$ cat src/rtl/cross_bar.sv
// -----------------------------------------------------------------------------
// cross_bar
//
// Register-based REGS_NUM x REGS_NUM crossbar. Each of REGS_NUM master ports
// issues a read or write request that is routed by the top address bits to
// one of REGS_NUM slave registers held inside this block. Every slave has its
// own round-robin arbiter, so masters addressing different slaves are served
// in the same cycle.
//
// Ports:
//   clk_i     - clock, all state updates on the rising edge
//   reset_i   - asynchronous, active-high reset
//   req_i     - per-master request, held until ack_o is seen
//   cmd_i     - per-master command: 1 = write, 0 = read
//   addr_i    - per-master address; top $clog2(REGS_NUM) bits pick the slave
//   wdata_i   - per-master write data
//   resp_i    - per-master one-cycle strobe consuming pending read data
//   rdata_o   - per-master registered read data
//   ack_o     - per-master registered one-cycle accept pulse
// -----------------------------------------------------------------------------
module cross_bar #(
    parameter int DW       = 32,
    parameter int AW       = 32,
    parameter int REGS_NUM = 4
) (
    input  logic                         clk_i,
    input  logic                         reset_i,
    input  logic [REGS_NUM-1:0]          req_i,
    input  logic [REGS_NUM-1:0]          cmd_i,
    input  logic [REGS_NUM-1:0][AW-1:0]  addr_i,
    input  logic [REGS_NUM-1:0][DW-1:0]  wdata_i,
    input  logic [REGS_NUM-1:0]          resp_i,
    output logic [REGS_NUM-1:0][DW-1:0]  rdata_o,
    output logic [REGS_NUM-1:0]          ack_o
);

    localparam int SW = $clog2(REGS_NUM);

    // Per-master decode and eligibility
    logic [SW-1:0]       sel       [REGS_NUM];
    logic [REGS_NUM-1:0] eligible;

    // Per-slave arbitration results
    logic [REGS_NUM-1:0] slave_gnt       [REGS_NUM];  // slave_gnt[s][m]
    logic                slave_gnt_valid [REGS_NUM];
    logic [SW-1:0]       slave_gnt_idx   [REGS_NUM];

    // Grant as seen from each master
    logic [REGS_NUM-1:0] master_gnt;

    // State
    logic [DW-1:0] slave_reg [REGS_NUM];
    logic [SW-1:0] ptr_reg   [REGS_NUM];
    logic          done_reg  [REGS_NUM];
    logic          rpend_reg [REGS_NUM];
    logic          ack_reg   [REGS_NUM];
    logic [DW-1:0] rdata_reg [REGS_NUM];

    genvar gi;

    // -------------------------------------------------------------------------
    // Master-side decode: slave index from the top address bits. A master that
    // has already been served (done) or still holds unconsumed read data
    // (rpend) is kept out of arbitration.
    // -------------------------------------------------------------------------
    generate
        for (gi = 0; gi < REGS_NUM; gi++) begin : g_decode
            logic addr_low_unused;

            assign sel[gi]         = addr_i[gi][AW-1 -: SW];
            assign eligible[gi]    = req_i[gi] && !done_reg[gi] && !rpend_reg[gi];
            // Lower address bits carry no meaning inside the crossbar.
            assign addr_low_unused = ^addr_i[gi][AW-SW-1:0];
        end
    endgenerate

    // -------------------------------------------------------------------------
    // Per-slave round-robin arbiter and slave register.
    // -------------------------------------------------------------------------
    generate
        for (gi = 0; gi < REGS_NUM; gi++) begin : g_slave
            logic [REGS_NUM-1:0] req_vec;
            logic [REGS_NUM-1:0] gnt_vec;
            logic                gnt_valid;
            logic [SW-1:0]       gnt_idx;
            logic [SW-1:0]       cand;

            always_comb begin
                req_vec = '0;
                for (int m = 0; m < REGS_NUM; m++) begin
                    req_vec[m] = eligible[m] && (sel[m] == SW'(gi));
                end
            end

            // Scan masters starting at the pointer; the SW-bit addition wraps
            // naturally because REGS_NUM is a power of two.
            always_comb begin
                gnt_vec   = '0;
                gnt_valid = 1'b0;
                gnt_idx   = '0;
                cand      = '0;
                for (int i = 0; i < REGS_NUM; i++) begin
                    cand = ptr_reg[gi] + i[SW-1:0];
                    if (!gnt_valid && req_vec[cand]) begin
                        gnt_valid     = 1'b1;
                        gnt_idx       = cand;
                        gnt_vec[cand] = 1'b1;
                    end
                end
            end

            assign slave_gnt[gi]       = gnt_vec;
            assign slave_gnt_valid[gi] = gnt_valid;
            assign slave_gnt_idx[gi]   = gnt_idx;

            always_ff @(posedge clk_i or posedge reset_i) begin
                if (reset_i) begin
                    slave_reg[gi] <= '0;
                    ptr_reg[gi]   <= '0;
                end else if (slave_gnt_valid[gi]) begin
                    // Winner moves to lowest priority for the next round.
                    ptr_reg[gi] <= slave_gnt_idx[gi] + SW'(1);
                    if (cmd_i[slave_gnt_idx[gi]]) begin
                        slave_reg[gi] <= wdata_i[slave_gnt_idx[gi]];
                    end
                end
            end
        end
    endgenerate

    // A master addresses exactly one slave, so at most one bit per column of
    // slave_gnt can be set; OR-ing the columns gives its grant.
    always_comb begin
        master_gnt = '0;
        for (int s = 0; s < REGS_NUM; s++) begin
            master_gnt = master_gnt | slave_gnt[s];
        end
    end

    // -------------------------------------------------------------------------
    // Per-master protocol state and registered outputs.
    // -------------------------------------------------------------------------
    generate
        for (gi = 0; gi < REGS_NUM; gi++) begin : g_master
            always_ff @(posedge clk_i or posedge reset_i) begin
                if (reset_i) begin
                    done_reg[gi]  <= 1'b0;
                    rpend_reg[gi] <= 1'b0;
                    ack_reg[gi]   <= 1'b0;
                    rdata_reg[gi] <= '0;
                end else begin
                    ack_reg[gi] <= master_gnt[gi];

                    // done blocks a second access while req stays high after
                    // the ack; only a dropped req re-arms the master.
                    if (!req_i[gi]) begin
                        done_reg[gi] <= 1'b0;
                    end else if (master_gnt[gi]) begin
                        done_reg[gi] <= 1'b1;
                    end

                    // The slave register is read before any same-edge write;
                    // a grant on this slave excludes a concurrent write anyway.
                    if (master_gnt[gi] && !cmd_i[gi]) begin
                        rpend_reg[gi] <= 1'b1;
                        rdata_reg[gi] <= slave_reg[sel[gi]];
                    end else if (rpend_reg[gi] && resp_i[gi]) begin
                        rpend_reg[gi] <= 1'b0;
                        rdata_reg[gi] <= '0;
                    end
                end
            end

            assign ack_o[gi]   = ack_reg[gi];
            assign rdata_o[gi] = rdata_reg[gi];
        end
    endgenerate

endmodule

$ cat config.mk
export PLATFORM = sky130hd
export DESIGN_NAME = cross_bar
export DESIGN_NICKNAME = d
export VERILOG_FILES = /design/src/rtl/cross_bar.sv
export SDC_FILE = /design/constraint.sdc
export NUM_CORES = 1
export LEC_CHECK = 0
export ABC_CLOCK_PERIOD_IN_PS = 9000
export BUFFER_PORTS_ARGS = -buffer_cell sky130_fd_sc_hd__buf_2
export CAP_MARGIN = 0
export CORE_ASPECT_RATIO = 1.4
export CORE_MARGIN = 5
export CORE_UTILIZATION = 52
export CTS_CLUSTER_DIAMETER = 40
export DETAILED_ROUTE_END_ITERATION = 7
export GPL_TIMING_DRIVEN = 0
export PLACE_DENSITY_LB_ADDON = 0.3
export SLEW_MARGIN = 30
export SYNTH_ARGS = -nofsm -noshare
export SYNTH_HDL_FRONTEND = slang
export SYNTH_SLANG_ARGS = --single-unit
export TNS_END_PERCENT = 5
$ cat constraint.sdc
create_clock -name clk_i -period 9 [get_ports clk_i]
set_input_delay 0.9 -clock clk_i [delete_from_list [all_inputs] [get_ports clk_i]]
set_output_delay 0.9 -clock clk_i [all_outputs]
set_load 0.02 [all_outputs]
=== Word level (Yosys, flattened, before mapping) ===
Cells that the tools add are included.

* Flip-flop bits (word level): 276
* Input port bits: 270
* Output and inout port bits: 132
* Logic and storage cells: 375

* Add/sub/neg operators: 16
* Magnitude comparators: 40
* Equality and inequality tests: 16
* Mux-type cells: 164
* Bitwise logic cells: 19
* Reductions and logical operators: 96

{| class="wikitable"
|+ Operator list
! kind !! number
|-
| two-way mux 32 bit || 20
|-
| binary-select mux 32 bit (select 2 bit) || 8
|-
| two-way mux 1 bit || 68
|-
| two-way mux 4 bit || 16
|-
| logical AND 1 bit || 60
|-
| less-than comparator 2 x 3 -> 1 bit (second input constant) || 20
|-
| OR 4 bit || 15
|-
| binary-select mux 1 bit (select 2 bit) || 20
|-
| demux 1 bit (select 2 bit) || 16
|-
| >= comparator 2 x 1 -> 1 bit (second input constant) || 16
|-
| two-way mux 2 bit || 16
|-
| zero test 1 bit || 24
|-
| adder 2 x 1 -> 2 bit (second input constant) || 8
|-
| adder 2 bit (second input constant) || 8
|-
| equality test 2 bit (second input constant) || 8
|-
| >= comparator 3 bit (second input constant) || 4
|-
| inverter 2 -> 3 bit || 4
|-
| equality test 2 x 1 -> 1 bit (second input constant) || 4
|-
| zero test 2 bit || 4
|-
| != test 2 x 1 -> 1 bit (second input constant) || 4
|-
| AND reduction 2 bit || 4
|-
| nonzero test 2 bit || 4
|}

=== Depth between registers and ports, before layout ===
Gate-level depths: netlist of the first run.

* Word-level depth: 21
* Mapped depth: 13
* Depth with buffers taken out: 10

=== Least setup slack after synthesis of the first run ===
Ideal clock, no wire load.

* Path kind: input -> register
* From: in req_i[2]
* To: reg slave_reg[100] in the netlist's numbering
* Library setup time: 0.128 ns
* Arrival: 3.826 ns
* Data required time: 8.872 ns
* Slack: 5.046 ns
* Stages on the path: 10
* Buffers on the path: 2
* Cells stage by stage: or3b_1 -> buf_2 -> or3_4 -> mux4_2 -> a22oi_4 -> mux2i_2 -> mux2i_1 -> a21oi_1 -> buf_2 -> mux2_1

* Longest elaborated chain between the ends: 18
* Elaborated cells between the ends (all ways): 30
* Those cells by class: mux: 20; reduce/logical: 10

{| class="wikitable"
|+ Ends and longest elaborated chain
! what !! RTL line !! text
|-
| start: declaration || 28 || <nowiki>input logic [REGS_NUM-1:0] req_i,</nowiki>
|-
| logical AND 1 bit * (2 in series) || 71 || <nowiki>assign eligible[gi] = req_i[gi] && !done_reg[gi] && !rpend_reg[gi];</nowiki>
|-
| logical AND 1 bit * || 91 || <nowiki>req_vec[m] = eligible[m] && (sel[m] == SW'(gi));</nowiki>
|-
| binary-select mux 1 bit (select 2 bit) || 104 || <nowiki>if (!gnt_valid && req_vec[cand]) begin</nowiki>
|-
| two-way mux 1 bit (implied by the code) || 104 ||
|-
| two-way mux 1 bit || 104 ||
|-
| zero test 1 bit || 104 ||
|-
| logical AND 1 bit || 104 ||
|-
| two-way mux 1 bit || 104 ||
|-
| zero test 1 bit || 104 ||
|-
| logical AND 1 bit || 104 ||
|-
| two-way mux 1 bit || 104 ||
|-
| zero test 1 bit || 104 ||
|-
| logical AND 1 bit || 104 ||
|-
| two-way mux 2 bit || 104 ||
|-
| binary-select mux 1 bit (select 2 bit) || 123 || <nowiki>if (cmd_i[slave_gnt_idx[gi]]) begin</nowiki>
|-
| two-way mux 1 bit (implied by the code) || 123 ||
|-
| AND reduction 2 bit (no line) || -- ||
|-
| end signal: indexed assignment || 124 || <nowiki>slave_reg[gi] <= wdata_i[slave_gnt_idx[gi]];</nowiki>
|-
| end: declaration || 52 || <nowiki>logic [DW-1:0] slave_reg [REGS_NUM];</nowiki>
|}

Every way passes the cells marked *; elsewhere a longest branch is shown, timed or not. The select of a mux whose other input is x is not followed.
A chain may end at the register's enable or synchronous reset.

=== Worst setup path in the final report of the first run ===
* From: in addr_i[126] in the netlist's numbering
* To: reg slave_reg[125] in the netlist's numbering

* Longest elaborated chain between the ends: 17
* Elaborated cells between the ends (all ways): 29
* Those cells by class: mux: 20; reduce/logical: 9

{| class="wikitable"
|+ Ends and longest elaborated chain
! what !! RTL line !! text
|-
| start: declaration || 30 || <nowiki>input logic [REGS_NUM-1:0][AW-1:0] addr_i,</nowiki>
|-
| zero test 2 bit * || 91 ||
|-
| logical AND 1 bit * || 91 ||
|-
| binary-select mux 1 bit (select 2 bit) || 104 ||
|-
| two-way mux 1 bit (implied by the code) || 104 ||
|-
| two-way mux 1 bit || 104 ||
|-
| zero test 1 bit || 104 ||
|-
| logical AND 1 bit || 104 ||
|-
| two-way mux 1 bit || 104 ||
|-
| zero test 1 bit || 104 ||
|-
| logical AND 1 bit || 104 ||
|-
| two-way mux 1 bit || 104 ||
|-
| zero test 1 bit || 104 ||
|-
| logical AND 1 bit || 104 ||
|-
| two-way mux 2 bit || 104 ||
|-
| binary-select mux 1 bit (select 2 bit) || 123 ||
|-
| two-way mux 1 bit (implied by the code) || 123 ||
|-
| AND reduction 2 bit (no line) || -- ||
|}

Marked as above.

==> results.json, run 1 <==
{
  "avgRoutedWirePerCell_um": 29.6,
  "ys_seq_elements": 276,
  "ios": 402,
  "vias_per_cell": 6.98,
  "drive_above_1_share": 0.352,
  "initialDrtViolationCount": 2452,
  "relSlewSlack": 0.319,
  "fin_crit_ns": 5.00,
  "die_width_um": 178,
  "holdCritPathClass": "input port to async pin",
  "syn_area_per_cell_um2": 12.0,
  "ys_seq_area_frac": 0.335,
  "ys_async_sr_fraction": 1.00,
  "ir_drop_v": 0.000299,
  "grt_use_total": 0.349,
  "clock_sinks": 276,
  "die_y_um": 245,
  "grt_pass1_wl_um": 115000,
  "ys_types": 87,
  "end_kind": "register",
  "grt_pass1_vias": 18600,
  "dp_hpwl_um": 55300,
  "layout_common_cells": "buf_2, dfrtp_1, mux4_2, nand2_1, mux2i_1",
  "hold_viol": 0,
  "setup_viol": 0,
  "yosys_warnings": 0,
  "outcome": "completed",
  "syn_inst": 1713,
  "worstSetupPathType": "input port to register",
  "critical_path_arrival_ns": 5.42,
  "cap_violations": 0,
  "core_area_um2": 39300,
  "initial_core_util": 0.524,
  "power_density_nw_per_um2": 435,
  "leakage_uw": 0.0102,
  "cts_buffers": 38,
  "finalNetCount": 2328,
  "period_share": 0.556,
  "fmax_ghz": 0.200,
  "cts_max_path_buffers": 3,
  "antenna_found_initial": 9,
  "required_ns": 9.41,
  "wl_um": 77200,
  "portBuffers": 281,
  "syn_to_final_growth_pct": 17.5,
  "drc": 0,
  "ctsHoldBuffers": 0,
  "grt.overflow.total": 0,
  "power_uw": 10500,
  "clk-insertion-delay-late_ns": 0.56,
  "syn-num-nets": 2004,
  "die_area_um2": 43700,
  "fin_cells": 2605,
  "skew_ns": 0.0303,
  "path_clk_slew_ns": 0.06,
  "worst_pin_slew_ns": 1.02,
  "gp_congestion": 0.967,
  "post_cts_resized": 0,
  "cts_root_buf": "clkbuf_16",
  "grt_max_degree": 86,
  "first_pass_iters": 8,
  "drv_slew": 0,
  "rsz0062_at_grt": "no",
  "cts_setup_buffers": 0,
  "row_count": 86,
  "n_fill_cell": 3196,
  "cts_tree": "yes",
  "drtAntennaViolNets": 0,
  "synth_edf_count": 0,
  "layout_commonest_cell": "buf_2",
  "crit_path_max_fanout": 10,
  "ys.flop_type": "dfrtp_1",
  "vias": 18200,
  "reg2reg_slack_ns": 4.15,
  "start_kind": "input port",
  "dp_cells": 2525,
  "syn_area_um2": 20600,
  "htree_levels": 2
}
cells by family (layout without fill, tap and decap cells):
logic type	Yosys count	after routing	share of synthesized area
multiplexers	532	532	0.403
AND/OR/NAND/NOR	398	398	0.102
AO/OA/AOI/OAI	281	281	0.104
flip-flops	276	276	0.335
buffers and inverters	200	552	0.0414
adder cells (fa/ha/maj)	21	21	0.0128
XOR/XNOR	5	5	0.00213
other	0	12	0
where the power goes:
part / switching, uW / total (uW) / internal (uW)
registers: 570 / 2430 / 1860
logic: 3500 / 6410 / 2910
clock network: 624 / 1680 / 1060
layout make-up:
cell class / instances / area, um^2 / share of cell area
plain buffers: 149 / 678 / 0.0280
clock inverters: 19 / 309 / 0.0128
repair buffers: 284 / 1490 / 0.0615
flip-flops and latches: 276 / 6910 / 0.285
well taps: 528 / 661 / 0.0273
diodes: 12 / 30.0 / 0.00124
inverters: 51 / 199 / 0.00822
multi-input cells: 1237 / 12900 / 0.531
clock buffers: 49 / 1080 / 0.0448
Yosys cell counts (7+ instances only):
| cell type | number | share of area |
|---|---|---|
| a211o_1 | 35 | 0.015 |
| a21oi_1 | 10 | 0.0024 |
| a222oi_1 | 8 | 0.0039 |
| and2_1 | 68 | 0.021 |
| and3_1 | 10 | 0.0030 |
| and4_1 | 7 | 0.0030 |
| buf_1 | 8 | 0.0015 |
| buf_2 | 37 | 0.0090 |
| clkbuf_1 | 95 | 0.017 |
| dfrtp_1 | 276 | 0.34 |
| ha_1 | 21 | 0.013 |
| inv_1 | 47 | 0.0086 |
| mux2_1 | 108 | 0.059 |
| mux2_2 | 40 | 0.022 |
| mux2_4 | 46 | 0.034 |
| mux2i_1 | 133 | 0.065 |
| mux4_2 | 204 | 0.22 |
| nand2_1 | 133 | 0.024 |
| nand2b_1 | 37 | 0.011 |
| nand3_1 | 48 | 0.012 |
| nor2_1 | 26 | 0.0047 |
| nor3_1 | 16 | 0.0039 |
| nor3b_1 | 9 | 0.0033 |
| o211ai_1 | 69 | 0.025 |
| o21ai_0 | 45 | 0.011 |
| o22ai_1 | 36 | 0.011 |
metal layers:
metal / track usage / wire length, um
met5: 0 / 27
met4: 0.227 / 5800
met3: 0.0680 / 7880
met2: 0.562 / 36700
met1: 0.428 / 26800
critical path, stage by stage:
cell     delay, ns
buf_2         0.17
buf_1         0.66
nor3_1        0.21
mux4_2        0.63
a22oi_4       0.25
mux2i_2       0.77
mux2i_1       0.16
a21oi_1       0.73
buf_2         0.54
mux2_1        0.38
final timing paths:
path / start / to / cells after the start
min in group clk_i: rdata_o[84]$_DFFE_PP0P_ / rdata_o[84]$_DFFE_PP0P_ / 2
min reg2reg: rdata_o[84]$_DFFE_PP0P_ / rdata_o[84]$_DFFE_PP0P_ / 2
max: addr_i[126] / slave_reg[125]$_DFFE_PP0P_ / 10
max reg2reg: rpend_reg[1]$_DFFE_PP0P_ / slave_reg[125]$_DFFE_PP0P_ / 10
min: reset_i / rdata_o[110]$_DFFE_PP0P_ / 2
max in group asynchronous: reset_i / done_reg[2]$_DFFE_PP0P_ / 5
per-stage QoR:
stage	utilization	instance area (um^2)	TNS (ns)	hold slack, ns	setup WS, ns
2_1_floorplan	-	20600	0	0.480	0.491
3_3_place_gp	0.577	22700	-780.88	0.490	-2.87
3_5_place_dp	0.580	22800	0	0.514	3.38
4_1_cts	0.615	24200	0	0.425	3.91
5_1_grt	0.616	24200	0	0.471	3.90
6_report	0.616	24200	0	0.406	4.00
Note: power is estimated with default switching activity, not from simulation.
==> inputs of run 2 (changes only) <==
--- a/config.mk
+++ b/config.mk
@@ -5,12 +5,12 @@
 export SDC_FILE = /design/constraint.sdc
 export NUM_CORES = 1
 export LEC_CHECK = 0
-export ABC_CLOCK_PERIOD_IN_PS = 9000
+export ABC_CLOCK_PERIOD_IN_PS = 4700
 export BUFFER_PORTS_ARGS = -buffer_cell sky130_fd_sc_hd__buf_2
 export CAP_MARGIN = 0
 export CORE_ASPECT_RATIO = 1.4
 export CORE_MARGIN = 5
-export CORE_UTILIZATION = 52
+export CORE_UTILIZATION = 55
 export CTS_CLUSTER_DIAMETER = 40
 export DETAILED_ROUTE_END_ITERATION = 7
 export GPL_TIMING_DRIVEN = 0
==> constraint.sdc (replaced) <==
create_clock -name clk_i -period 4.7 [get_ports clk_i]
set_input_delay 0.47 -clock clk_i [delete_from_list [all_inputs] [get_ports clk_i]]
set_output_delay 0.47 -clock clk_i [all_outputs]
set_load 0.02 [all_outputs]
==> run 2 against run 1 <==
Effect of this change: the flow now finishes with violations (negative setup slack); first-iteration DRC count decreased by 3.7%; via count increased by 0.83%; sequential power increased by 93%.
==> results.json, run 2 (same netlist as run 1, synthesis figures left out) <==
{
  "worstSetupPathType": "register to register",
  "multi_input_area_um2": 12900,
  "vias": 18300,
  "power_uw": 20200,
  "violations": "negative setup slack",
  "timing.rr.end": "rdata_o[50]$_DFFE_PP0P_",
  "seqPwrFrac": 0.233,
  "n_fill_cell": 2827,
  "initialDrtViolationCount": 2361,
  "hold_viol": 0,
  "ff2ff_path_depth": 11,
  "row_count": 84,
  "drtAntennaViolNets": 0,
  "power_density_nw_per_um2": 830,
  "ir_drop_v": 0.000651,
  "skew_ns": 0.0264,
  "avgRoutedWirePerCell_um": 30.4,
  "slowest_delay_ns": 0.65,
  "fmax_ghz": 0.211,
  "die_area_um2": 41500,
  "outcome": "complete, but fails checks",
  "gp_congestion": 0.945,
  "core_area_um2": 37300,
  "relSlewSlack": 0.298,
  "p_int_uw": 11000,
  "finalNetCount": 2338,
  "grt.overflow.total": 0,
  "drc": 0,
  "holdPathEnd": "done_reg[3]$_DFFE_PP0P_",
  "leakage_uw": 0.0103,
  "switching_share": 0.453,
  "grt_use_total": 0.366,
  "portBuffers": 281,
  "layout_common_cells": "buf_2, dfrtp_1, mux4_2, nand2_1, mux2i_1",
  "start_kind": "register",
  "clk-insertion-delay-late_ns": 0.57,
  "antenna_found_initial": 6,
  "crit_buf_inv": 4,
  "grt_pass1_wl_um": 116000,
  "required_ns": 5.09,
  "ios": 402,
  "cpLargestDelayFamily": "buffers and inverters",
  "critical_path_arrival_ns": 5.13,
  "setup_viol": 4,
  "setup_ws_ns": -0.0363,
  "whs_ns": 0.159,
  "grt_max_degree": 31,
  "crit_top_cell": "clkbuf_1",
  "path_cells": "clkbuf_1 -> inv_1 -> ha_1 -> or3_1 -> a32oi_2 -> nor4b_2 -> a2111oi_0 -> and4_1 -> buf_2 -> clkbuf_1 -> o22ai_1",
  "dp_slack_ns": -0.515,
  "holdCritPathClass": "input port to register",
  "dp_hpwl_um": 56000,
  "die_y_um": 239,
  "r2r_start": "ptr_reg[2]$_DFFE_PP0P_",
  "end_kind": "register",
  "syn_to_final_growth_pct": 17.9,
  "drv_slew": 0,
  "die_width_um": 174,
  "path_clk_slew_ns": 0.06,
  "hp-start": "req_i[0]",
  "p_sw_uw": 9130,
  "layout_commonest_cell": "buf_2",
  "seqCellArea_um2": 6910,
  "rsz0062_at_grt": "yes",
  "clkPwrFrac": 0.154,
  "combPwrFrac": 0.613,
  "first_pass_iters": 8,
  "crit_path_max_fanout": 10,
  "hold_depth": 2,
  "reg2reg_slack_ns": -0.04,
  "cts_root_buf": "clkbuf_16",
  "vias_per_cell": 7.17,
  "worst_pin_slew_ns": 1.05,
  "wl_um": 77800,
  "cts_tree": "yes",
  "grt_pass1_vias": 18700,
  "period_share": 1.01,
  "cts_max_path_buffers": 3,
  "drive_above_1_share": 0.358,
  "cap_violations": 0,
  "fin_crit_ns": 4.74,
  "critical_path.slowest_cell": "a2111oi_0",
  "clock_sinks": 276,
  "htree_levels": 2,
  "initial_core_util": 0.552,
  "cts_buffers": 39
}
[run 2: changes by cell type in the layout (fill, tap and decap cells not counted), sizes merged]
cell / delta
clkbuf: -5
clkinv: +4
buf: +9
diode: -5
dlygate4sd3: +1
bufinv: -3
inv: +3
clkinvlp: +2
[run 2: worst max-delay path by stage]
stage / start / end / slack, ns / cells after the start
floorplan: reset_i / ack_o[0]$_DFF_PP0_ / 0.58 / 1
global placement: reset_i / ptr_reg[6]$_DFFE_PP0P_ / -1.16 / 2
detailed placement: addr_i[126] / slave_reg[97]$_DFFE_PP0P_ / -0.51 / 10
CTS: ptr_reg[2]$_DFFE_PP0P_ / slave_reg[61]$_DFFE_PP0P_ / 0.02 / 11
global route: ptr_reg[2]$_DFFE_PP0P_ / rdata_o[42]$_DFFE_PP0P_ / -0.05 / 11
finish: ptr_reg[2]$_DFFE_PP0P_ / rdata_o[50]$_DFFE_PP0P_ / -0.04 / 11
[run 2: power by group through the flow]
stage	clock network [uW]	registers, uW	logic (uW)
after floorplan	0	4820	8250
after global placement	0	4530	11800
after detailed placement	0	4640	12100
after CTS	3110	4620	12200
after global routing	3210	4790	13000
final	3110	4690	12400
[run 2: area by class of cell]
class | instances | area share
flip-flops and latches | 276 | 0.284
multi-input cells | 1237 | 0.531
well taps | 473 | 0.0244
clock inverters | 25 | 0.0123
clock buffers | 45 | 0.0432
diodes | 7 | 0.000721
inverters | 51 | 0.00804
plain buffers | 149 | 0.0281
repair buffers | 293 | 0.0683
[run 2: worst register-to-register path: stages (launching register included)]
cell and delay, ns:
dfrtp_1 0.41, clkbuf_1 0.33, inv_1 0.24, ha_1 0.45
or3_1 0.52, a32oi_2 0.40, nor4b_2 0.17, a2111oi_0 0.65
and4_1 0.27, buf_2 0.27, clkbuf_1 0.62, o22ai_1 0.23
[run 2: layer usage]
layer	wire length, um	part of all wire	track usage	up-vias
li1	-	-	-	7339
met1	26600	0.34	0.444	9226
met2	37800	0.49	0.605	1362
met3	7660	0.099	0.0755	391
met4	5740	0.074	0.226	2
met5	13	0.00017	0	-
[run 2: repair_timing]
item                                   in CTS  in global routing
gates cloned                                0                  0
endpoints found under the hold margin      13                  0
resized for setup                           2                 10
setup buffers                               0                  0
pin swaps                                   0                  1
hold buffers                                1                  0
setup endpoints to repair                  30                 81
[run 2: per-stage QoR]
step,setup TNS [ns],utilization,area [um^2],instances
after floorplan,0,-,20600,1713
after global placement,-333.82,0.606,22600,2467
after detailed placement,-13.53,0.613,22900,2478
after CTS,0,0.649,24200,2549
after global routing,-0.288,0.651,24300,2554
final,-0.0519,0.651,24300,2556
==> inputs of run 3 (changes only) <==
--- a/config.mk
+++ b/config.mk
@@ -5,14 +5,14 @@
 export SDC_FILE = /design/constraint.sdc
 export NUM_CORES = 1
 export LEC_CHECK = 0
+export ABC_AREA = 1
 export ABC_CLOCK_PERIOD_IN_PS = 4700
-export BUFFER_PORTS_ARGS = -buffer_cell sky130_fd_sc_hd__buf_2
 export CAP_MARGIN = 0
 export CORE_ASPECT_RATIO = 1.4
-export CORE_MARGIN = 5
 export CORE_UTILIZATION = 55
 export CTS_CLUSTER_DIAMETER = 40
 export DETAILED_ROUTE_END_ITERATION = 7
+export DONT_BUFFER_PORTS = 1
 export GPL_TIMING_DRIVEN = 0
 export PLACE_DENSITY_LB_ADDON = 0.3
 export SLEW_MARGIN = 30
==> run 3 against run 2 <==
Effect of this change: the run now ends clean; synthesized cell count increased by 95%; clock-buffer cell count decreased by 13; first-iteration DRC count increased by 87%; global-route usage increased by 15 points; critical endpoint is now slave_reg[46]$_DFFE_PP0P_; highest routed layer unchanged; sequential share of layout area increased by 1.7 points; sequential cell count unchanged; die area decreased by 6.0%; non-clock buffer count decreased by 169; core utilization decreased by 4.2 points; setup slack improved by 0.80 ns.
==> results.json, run 3 <==
{
  "end_kind": "register",
  "grt_use_total": 0.520,
  "drtAntennaViolNets": 0,
  "die_width_um": 167,
  "gp_congestion": 1.17,
  "critical_path_arrival_ns": 4.46,
  "ys_async_sr_fraction": 1.00,
  "initial_core_util": 0.558,
  "fin_util": 0.608,
  "period_share": 0.839,
  "hold_depth": 2,
  "die_area_um2": 39000,
  "ys_types": 29,
  "path_clk_slew_ns": 0.07,
  "htree_levels": 1,
  "syn-num-nets": 3626,
  "netlist_top_cells_area": "dfrtp_1, nand3_1, nand2_1, nand4_1, a21oi_1",
  "syn_area_per_cell_um2": 6.30,
  "outcome": "completed",
  "hp-start": "req_i[0]",
  "drive_above_1_share": 0.0706,
  "syn_to_final_growth_pct": 8.99,
  "drc": 0,
  "crit_cells": 14,
  "cts_root_buf": "clkbuf_16",
  "syn_inst": 3335,
  "portBuffers": 0,
  "ys_seq_elements": 276,
  "crit_top_cell": "nand3_1",
  "holdCritPathClass": "input port to register",
  "initialDrtViolationCount": 4416,
  "yosys_warnings": 0,
  "r2r_start": "ptr_reg[3]$_DFFE_PP0P_",
  "row_count": 84,
  "antenna_found_initial": 1,
  "fin_cells": 3875,
  "ys.flop_type": "dfrtp_1",
  "crit_path_max_fanout": 10,
  "yosysMostFrequentCell": "nand2_1",
  "fmax_ghz": 0.254,
  "layout_commonest_cell": "nand2_1",
  "dp_cells": 3818,
  "drv_slew": 0,
  "critical_path.slowest_cell": "o21ai_2",
  "setup_viol": 0,
  "worstSetupPathType": "register to register",
  "yosysTopAreaCell": "dfrtp_1",
  "cpLargestDelayFamily": "buffers and inverters",
  "ys_seq_area_frac": 0.329,
  "grt_pass1_vias": 24800,
  "cts_buffers": 28,
  "relSlewSlack": 0.283,
  "reg2reg_slack_ns": 0.76,
  "synth_common_cells": "nand2_1, nand3_1, dfrtp_1",
  "finalNetCount": 3671,
  "cts_tree": "yes",
  "clock_sinks": 276,
  "synth_edf_count": 0,
  "hold_viol": 0,
  "grt_max_degree": 35,
  "cts_max_path_buffers": 3,
  "rsz0062_at_grt": "no",
  "timing.rr.end": "slave_reg[46]$_DFFE_PP0P_",
  "grt.overflow.total": 0,
  "yosysTopAreaCellShare": 0.329,
  "cap_violations": 0,
  "syn_area_um2": 21000,
  "vias": 26900,
  "vias_per_cell": 6.95,
  "holdPathEnd": "done_reg[3]$_DFFE_PP0P_",
  "layout_common_cells": "nand2_1, nand3_1, dfrtp_1, nand4_1, nor2_1",
  "crit_buf_inv": 4,
  "slowest_delay_ns": 0.71,
  "clk-insertion-delay-late_ns": 0.58,
  "wl_um": 105000,
  "core_area_um2": 37600,
  "first_pass_iters": 8,
  "start_kind": "register",
  "dp_hpwl_um": 80400,
  "skew_ns": 0.0127,
  "grt_pass1_wl_um": 153000,
  "avgRoutedWirePerCell_um": 27.0,
  "ff2ff_path_depth": 14,
  "post_cts_resized": 0,
  "fin_tns_setup_ns": 0,
  "worst_pin_slew_ns": 1.07,
  "required_ns": 5.22,
  "fin_crit_ns": 3.94,
  "path_cells": "inv_1 -> ha_1 -> inv_1 -> nand3_1 -> nand2_2 -> nand3_1 -> inv_2 -> nand2_2 -> o21ai_2 -> clkbuf_1 -> nand3_1 -> nand2_1 -> nand3_1 -> nand2_1",
  "die_y_um": 233,
  "ios": 402
}
[run 3: per-layer routing]
metal  routed length (um)  track usage  vias up
li1                     -            -    11400
met5                   36      0.00639        -
met3                15300        0.169      732
met4                 9430        0.387        2
met2                44900        0.817     2578
met1                35100        0.592    12300
[run 3: cell families (layout without fill, tap and decap cells)]
| logic type | after synthesis | after routing | synth area share |
|---|---|---|---|
| buffers and inverters | 512 | 578 | 0.101 |
| adder cells (fa/ha/maj) | 21 | 21 | 0.0125 |
| AO/OA/AOI/OAI | 297 | 297 | 0.0804 |
| flip-flops | 276 | 276 | 0.329 |
| other | 0 | 1 | 0 |
| AND/OR/NAND/NOR | 2229 | 2229 | 0.478 |
[run 3: worst max path at each step]
stage / start / to / slack (ns)
3_5_place_dp: ptr_reg[3]$_DFFE_PP0P_ / slave_reg[36]$_DFFE_PP0P_ / 1.05
3_3_place_gp: reset_i / slave_reg[119]$_DFFE_PP0P_ / -0.51
5_1_grt: ptr_reg[3]$_DFFE_PP0P_ / slave_reg[42]$_DFFE_PP0P_ / 0.72
2_1_floorplan: reset_i / ack_o[0]$_DFF_PP0_ / 0.58
6_report: ptr_reg[3]$_DFFE_PP0P_ / slave_reg[46]$_DFFE_PP0P_ / 0.76
4_1_cts: ptr_reg[3]$_DFFE_PP0P_ / slave_reg[36]$_DFFE_PP0P_ / 1.04
[run 3: timing repair]
item                                   4_1_cts  5_1_grt
endpoints found under the hold margin       26        0
setup buffers                                0        0
hold buffers                                 5        0
[run 3: layout make-up]
class,instances,area (um^2)
clock inverters,19,265
well taps,473,592
repair buffers,15,288
inverters,254,957
plain buffers,258,1160
diodes,1,2.50
flip-flops and latches,276,6910
clock buffers,32,737
multi-input cells,2547,12000
fillers,3494,14700
[run 3: per-stage QoR]
step,setup slack (ns),area [um^2],hold slack [ns]
after global routing,0.721,22900,0.0410
after detailed placement,1.05,21800,0.414
after CTS,1.04,22900,0.0216
final,0.759,22900,0.0172
after floorplan,0.579,21000,0.449
after global placement,-0.515,21600,0.465
Power of run 3 is left out: the tool's default activity adds up to more than one toggle a clock period on the data nets, which glitch-free logic cannot reach.
